`config.mk`:
```
export PLATFORM = sky130hd
export DESIGN_NAME = mips_cache_controller
export DESIGN_NICKNAME = d
export VERILOG_FILES = /design/src/rtl/mips_cache_controller.sv
export SDC_FILE = /design/constraint.sdc
export NUM_CORES = 1
export LEC_CHECK = 0
export ABC_AREA = 1
export BUFFER_PORTS_ARGS = -buffer_cell sky130_fd_sc_hd__buf_2
export CAP_MARGIN = 30
export CORE_ASPECT_RATIO = 0.8
export CORE_MARGIN = 2
export CORE_UTILIZATION = 25
export CTS_CLUSTER_DIAMETER = 200
export DETAILED_ROUTE_END_ITERATION = 8
export PLACE_DENSITY = 0.5
export SYNTH_ARGS = -nofsm -noshare
export SYNTH_HDL_FRONTEND = slang
export SYNTH_SLANG_ARGS = --single-unit
```
`constraint.sdc`:
```
create_clock -name clk -period 4.1 [get_ports clk]
set_input_delay 0.205 -clock clk [delete_from_list [all_inputs] [get_ports clk]]
set_output_delay 0.205 -clock clk [all_outputs]
set_load 0.05 [all_outputs]
```
`src/rtl/mips_cache_controller.sv`:
```
// rtl/mips_cache_controller.sv - data cache miss fetch and posted write-through engine on Avalon
module mips_cache_controller #(
    parameter int WBUF_DEPTH = 4,
    parameter int WBUF_BITS  = 2
) (
    input  logic        clk,
    input  logic        rst,
    input  logic        miss,
    input  logic [31:0] miss_addr,
    input  logic        cpu_read_en,
    input  logic        cpu_write_en,
    input  logic [31:0] cpu_writedata,
    input  logic [3:0]  cpu_byte_en,
    output logic [31:0] data_in,
    output logic        data_valid,
    output logic        wbuf_full,
    output logic        busy,
    output logic [31:0] avm_address,
    output logic        avm_read,
    output logic        avm_write,
    output logic [31:0] avm_writedata,
    output logic [3:0]  avm_byteenable,
    input  logic        avm_waitrequest,
    input  logic [31:0] avm_readdata
);

    typedef enum logic [1:0] {IDLE, DRAIN, READ, FILL} state_t;

    localparam logic [WBUF_BITS:0] DEPTH_CNT = (WBUF_BITS+1)'(WBUF_DEPTH);

    state_t               state;
    logic [31:0]          fifo_addr [WBUF_DEPTH];
    logic [31:0]          fifo_data [WBUF_DEPTH];
    logic [3:0]           fifo_be   [WBUF_DEPTH];
    logic [WBUF_BITS-1:0] wr_ptr;
    logic [WBUF_BITS-1:0] rd_ptr;
    logic [WBUF_BITS:0]   count;
    logic                 enq;
    logic                 pop;
    logic                 unused_addr_bits;

    assign unused_addr_bits = ^miss_addr[1:0];

    assign wbuf_full = (count == DEPTH_CNT);
    assign busy      = (state != IDLE) || (count != '0);
    assign enq       = cpu_write_en && !miss && !wbuf_full;
    assign pop       = (state == DRAIN) && !avm_waitrequest;

    // Entry storage carries no reset; validity is tracked by count alone.
    always_ff @(posedge clk) begin
        if (enq) begin
            fifo_addr[wr_ptr] <= {miss_addr[31:2], 2'b00};
            fifo_data[wr_ptr] <= cpu_writedata;
            fifo_be[wr_ptr]   <= cpu_byte_en;
        end
    end

    always_ff @(posedge clk or negedge rst) begin
        if (!rst) begin
            state          <= IDLE;
            wr_ptr         <= '0;
            rd_ptr         <= '0;
            count          <= '0;
            data_in        <= '0;
            data_valid     <= 1'b0;
            avm_address    <= '0;
            avm_read       <= 1'b0;
            avm_write      <= 1'b0;
            avm_writedata  <= '0;
            avm_byteenable <= '0;
        end else begin
            if (enq) wr_ptr <= wr_ptr + 1'b1;
            if (pop) rd_ptr <= rd_ptr + 1'b1;
            case ({enq, pop})
                2'b10:   count <= count + 1'b1;
                2'b01:   count <= count - 1'b1;
                default: count <= count;
            endcase

            data_valid <= 1'b0;
            case (state)
                IDLE: begin
                    // Posted stores go out before any fetch so memory stays in program order.
                    if (count != '0) begin
                        state          <= DRAIN;
                        avm_write      <= 1'b1;
                        avm_address    <= fifo_addr[rd_ptr];
                        avm_writedata  <= fifo_data[rd_ptr];
                        avm_byteenable <= fifo_be[rd_ptr];
                    end else if (miss && (cpu_read_en || cpu_write_en)) begin
                        state          <= READ;
                        avm_read       <= 1'b1;
                        avm_address    <= {miss_addr[31:2], 2'b00};
                        avm_byteenable <= 4'b1111;
                    end
                end
                DRAIN: begin
                    if (!avm_waitrequest) begin
                        avm_write <= 1'b0;
                        state     <= IDLE;
                    end
                end
                READ: begin
                    if (!avm_waitrequest) begin
                        avm_read   <= 1'b0;
                        data_in    <= avm_readdata;
                        data_valid <= 1'b1;
                        state      <= FILL;
                    end
                end
                FILL: state <= IDLE;
                default: state <= IDLE;
            endcase
        end
    end

endmodule
```
### Yosys cells after proc, flatten, opt, wreduce, memory -nomap -nowiden

Memory sizes are Yosys's and may differ from the RTL's. A register that Yosys moved wholly into a read port is not among the register bits.
Cells that the tools add are included.
Widths: inputs -> output; s select.

| word-level totals | value |
|---|---|
| bits in registers | 80 |
| RAM bits | 264 |
| bits of input ports | 106 |
| output and inout port bits | 105 |
| logic and storage cells | 73 |
| memories | 3 |

Memory list:

| memory | words | width | read ports | clocked after memory_dff | write ports | RTL line | text |
|---|---|---|---|---|---|---|---|
| fifo_data | 4 | 32 | 1 | 1 | 1 | 33 | `logic [31:0] fifo_data [WBUF_DEPTH];` |
| fifo_addr | 4 | 30 | 1 | 0 | 1 | 32 | `logic [31:0] fifo_addr [WBUF_DEPTH];` |
| fifo_be | 4 | 4 | 1 | 0 | 1 | 34 | `logic [3:0] fifo_be [WBUF_DEPTH];` |

| operators by class | value |
|---|---|
| $add $sub $neg | 4 |
| equality and inequality tests | 12 |
| muxes and demuxes | 20 |
| bitwise logic cells | 1 |
| reductions and logical operators | 23 |

Operators by type and width:

| kind | number |
|---|---|
| $mux 32 | 2 |
| $ne 2x2->1 const B | 5 |
| $reduce_bool 2->1 | 5 |
| $mux 1 | 8 |
| $mux 2 | 4 |
| $mux 4 | 2 |
| $pmux 2 s4 | 1 |
| $eq 2x2->1 const B | 3 |
| $pmux 3 s2 | 1 |
| $reduce_and 2->1 | 3 |
| $reduce_and 3->1 | 2 |
| $add 2x1->2 const B | 2 |
| $eq 2x1->1 const B | 2 |
| $logic_and 1x1->1 | 4 |
| $logic_not 1->1 | 4 |
| $pmux 1 s2 | 2 |
| $reduce_and 4->1 | 1 |
| $add 3x1->3 const B | 1 |
| $eq 3x3->1 const B | 1 |
| $ne 3x3->1 const B | 1 |
| $reduce_bool 3->1 | 1 |
| $sub 3x1->3 const B | 1 |
| $logic_not 2->1 | 1 |
| $logic_or 1x1->1 | 2 |
| $not 1->1 | 1 |

### Depth between registers and ports, before layout

| depth | value |
|---|---|
| depth in word-level cells | 5 |
| depth in mapped cells | 10 |
| mapped depth without buffers | 9 |

### Least setup slack after synthesis

No wires, ideal clock.

| timing | value |
|---|---|
| kind | flip-flop to flip-flop |
| start point | reg count[0] |
| end point | mem fifo_addr[0][0] (netlist name) (enable) |
| library setup time | 0.491 ns |
| data arrival time | 3.467 ns |
| data required time | 3.609 ns |
| slack | 0.142 ns |
| cell stages (with the launch flop) | 5 |
| path buffers | 0 |
| clock period less this slack | 3.958 ns |
| cell sequence | dfrtp_1 inv_2 nand3_1 nand2_1 nor2_1 |

| between the ends | value |
|---|---|
| longest elaborated chain between the ends | 5 |

RTL lines:

| what | RTL line | text |
|---|---|---|
| start: declaration | 37 | `logic [WBUF_BITS:0] count;` |
| start signal: assignment | 75 | `2'b10: count <= count + 1'b1;` |
| start signal: assignment | 76 | `2'b01: count <= count - 1'b1;` |
| start signal: assignment | 77 | `default: count <= count;` |
| $eq 3x3->1 | 44 | `assign wbuf_full = (count == DEPTH_CNT);` |
| $logic_not 1->1 | 46 | `assign enq = cpu_write_en && !miss && !wbuf_full;` |
| $logic_and 1x1->1 | 46 |  |
| $mux 1 | 51 | `if (enq) begin` |
| $mux 1 (implied by the code) | 52 | `fifo_addr[wr_ptr] <= {miss_addr[31:2], 2'b00};` |
| end: declaration | 32 |  |

No other way between the ends.

### Worst setup path in the final report

| timing | value |
|---|---|
| start point | reg rd_ptr[0] |
| end point | reg avm_address[16] |

| between the ends | value |
|---|---|
| longest elaborated chain between the ends | 2 |

RTL lines:

| what | RTL line | text |
|---|---|---|
| start: declaration | 36 | `logic [WBUF_BITS-1:0] rd_ptr;` |
| start signal: assignment | 73 | `if (pop) rd_ptr <= rd_ptr + 1'b1;` |
| $mem_v2 4x30 | n/a |  |
| $mux 32 | 84 | `if (count != '0) begin` |
| end signal: assignment | 87 | `avm_address <= fifo_addr[rd_ptr];` |
| end signal: assignment | 93 | `avm_address <= {miss_addr[31:2], 2'b00};` |
| end: declaration | 18 | `output logic [31:0] avm_address,` |

No other way between the ends.
A chain may end at the register's enable or synchronous reset.

==> impl_results.md <==
* Via density at 4.16
* Setup Viol. Count Final at 0
* Reg power frac at 0.353
* DRT Pass-1 Iters at 4
* Max Cap Viol at 0
* Peak VDD IR at 372 uV
* Int Power at 0.00868 W
* Final Core Density at 0.324
* Dominant cell type by area after synthesis: edfxtp_1
* Area delta synth->final at 28.5%
* CP cell instances: inv_4 > buf_4 > nand2_1 > nand3_1 > nand2_1 > nand2_1 > nand2_1 > nand2_1
* Synth warn at 0
* IO Port Bufs at 206
* GRT Residual Overflow at 0
* DIE WIDTH at 278 um
* Netlist cell types at 30
* Setup TNS at 0 ns
* Setup crit start kind: flop
* Critical Path Start: rd_ptr[0]
* Power Total at 0.0153 W
* Initial cell density of the core at 0.252
* Met3 WL post-DR at 1500 um
* Slowest CP cell: dfrtp_4
* Reg-to-Reg End: avm_address[16]
* DRC at 0
* Skew-Pair Late Insertion Delay at 0.57 ns
* Synth area leaders: edfxtp_1, dfrtp_1, nand2_1
* Crit Path Class: flop to flop
* GPL Wtd Cong at 0.692
* Post-DP Area at 16800 sq um
* Crit path to: avm_address[16]
* Hold WC Path Type: input port to async pin
* Critical Path Most Common Cell: nand2_1
* CP peak stage delay at 0.78 ns
* FP Rows at 80
* Fin cells at 2486
* Via Count at 10400
* Max Clock Freq at 397 MHz
* Mapped Area at 15000 sq um
* Endpoint class of the critical path: flop
* Worst relative slew slack at 0.390
* Most common cell in the netlist: nand2_1
* Count of final hold-check violations at 0
* Num CTS Buffers at 44
* Total track usage at 0.127
* Sw Ratio at 0.434
* Routed wire length at 39400 um
* WP data required at 4.61 ns
* Number of synthesized flops with an enable pin at 264
* Sequential element share of the synthesized area at 0.714
* R2r setup slk at 1.58 ns
* Die Y-Extent at 223 um
* Met2 WL post-DR at 18400 um
* Initial antenna violation count at 3
* Worst-Margin Slew at 0.914 ns
* Share of cells above drive strength 1 at 0.183
* Pleak at 8.27 nW
* Met1 WL at 18800 um
* Async set-reset flop share out of synthesis at 0.294
* DR WL/cell at 15.9 um
* Global-route wire length before repair at 60500 um
* Synth Register Bits at 374
* Outcome: finished, final reports clean
* Power per cell area at 798 nW/um^2
* Post-cts repair resize count at 0
* Worst r2r src: rd_ptr[0]
* CTS tree: done
* Combinational share of power at 0.395
* # fillers at 5972
* RSZ-0062 raised after global routing: no
* Placed insts at 2301
* Crit-path max FO at 65
* Ports at 211
* Gate Count Post-Synth at 1369
* Tmin final at 2.52 ns
* Yosys top cell area share at 0.530
* Top FF cell, synth: edfxtp_1
* R2R depth at 8
* Worst Path Arrival at 3.03 ns
* Final nets at 1782
* Htree depth at 2
* Clk buf depth at 3
* Vias in the first global route at 10300
* Clock root cell: clkbuf_16
* Post-synth top cells: nand2_1, edfxtp_1, nor2_1
* CORE AREA at 59400 sq um
* Initial DRC count at 478
* CTS clk-pin slew, worst paths at 0.06 ns
* Syn avg cell area at 10.9 sq um
* Max Clock Skew at 0.0152 ns
* Psw at 0.00665 W
* Period Utilization, post-route at 0.614
* Clock Sink Count at 374
* Detailed Place HPWL at 22300 um
* Clock share of power at 0.252
* Post-Layout Inst Area at 19200 sq um
* Slew Viols, Final at 0
* Top Metal Used: met5
* Die area at 61800 sq um
* Antenna-violating nets left at 0
* Largest net degree at the start of global routing at 90
timing repair:
action | in CTS | in global routing
hold endpoints to repair | 413 | 0
hold buffers | 101 | 0
setup buffers | 0 | 0
cells in the final DEF (no fill, tap or decap), drive strengths merged, types with 2 or more instances in the layout:
master       instances
a21oi                3
dlygate4sd3        101
clkbuf              54
bufinv               3
nand3              107
clkinv              19
nand2              494
xor2                 4
dfrtp              110
edfxtp             264
ha                   5
clkinvlp             3
o21ai               96
conb                 2
nor2               145
or2                  5
buf                227
inv                 60
worst max-delay path, delay by kind of cell, from the launching register on:
family | cells | cell delay (ns)
simple gates | 6 | 0.45
buf+inv | 2 | 1.16
flops | 1 | 0.78
per-stage QoR:
stage | setup slack (ns) | hold slack [ns]
after global routing | 1.31 | 0.101
after CTS | 1.48 | 0.0753
final | 1.58 | 0.0921
after detailed placement | 1.50 | 0.385
after global placement | 1.53 | 0.371
after floorplan | 0.142 | -0.0906
registers in the layout, summed over array words and instances, names as in the netlist, 2 cells and up:
signal,flops
rd_ptr,2
wr_ptr,2
data_in,32
avm_address,30
avm_byteenable,4
count,3
fifo_data,128
avm_writedata,32
fifo_addr,120
fifo_be,16
state,2
cells by family (layout without fill, tap and decap cells):
kind of cell               count (synthesis)  in the layout  synth area share
AOI/OAI and AO/OA                         99             99            0.0331
DFF                                      374            374             0.714
xor gates and xnor gates                   5              5           0.00293
adders and majority gates                  6              6           0.00552
buffers and inverters                    131            467            0.0417
other                                      1              3          0.000251
and+or+nand+nor                          753            753             0.203
routing by layer:
metal	track usage	vias up
li1	-	5123
met1	0.170	4979
met2	0.209	184
met3	0.0258	62
met4	0.0368	6
met5	0	-
power by group through the flow:
| stage | Sequential [W] | Combinational [W] | Clock (W) |
|---|---|---|---|
| 2_1_floorplan | 0.00695 | 0.00296 | 0 |
| 3_3_place_gp | 0.00548 | 0.00610 | 0 |
| 3_5_place_dp | 0.00551 | 0.00613 | 0 |
| 4_1_cts | 0.00544 | 0.00623 | 0.00399 |
| 5_1_grt | 0.00552 | 0.00679 | 0.00415 |
| 6_report | 0.00542 | 0.00606 | 0.00386 |
worst min-delay path by stage:
stage / startpoint / end / slack [ns] / cells past startpoint
5_1_grt: rst / data_in[2] / 0.10 / 2
2_1_floorplan: rst / avm_address[10] / -0.09 / 0
6_report: rst / data_in[2] / 0.09 / 2
3_5_place_dp: rst / data_in[2] / 0.38 / 1
3_3_place_gp: rst / data_in[30] / 0.37 / 1
4_1_cts: cpu_read_en / avm_address[30] / 0.08 / 7
layout make-up:
| cell class | instances | area [sq um] | share of cell area |
|---|---|---|---|
| Antenna cell | 1 | 2.50 | 0.000130 |
| Multi-Input combinational cell | 865 | 3690 | 0.192 |
| Tap cell | 779 | 975 | 0.0507 |
| Clock buffer | 54 | 1170 | 0.0608 |
| Clock inverter | 28 | 259 | 0.0135 |
| Timing Repair Buffer | 328 | 2230 | 0.116 |
| Sequential cell | 374 | 10700 | 0.556 |
| Inverter | 57 | 218 | 0.0113 |
No activity file was read; power rests on OpenSTA's default activity.
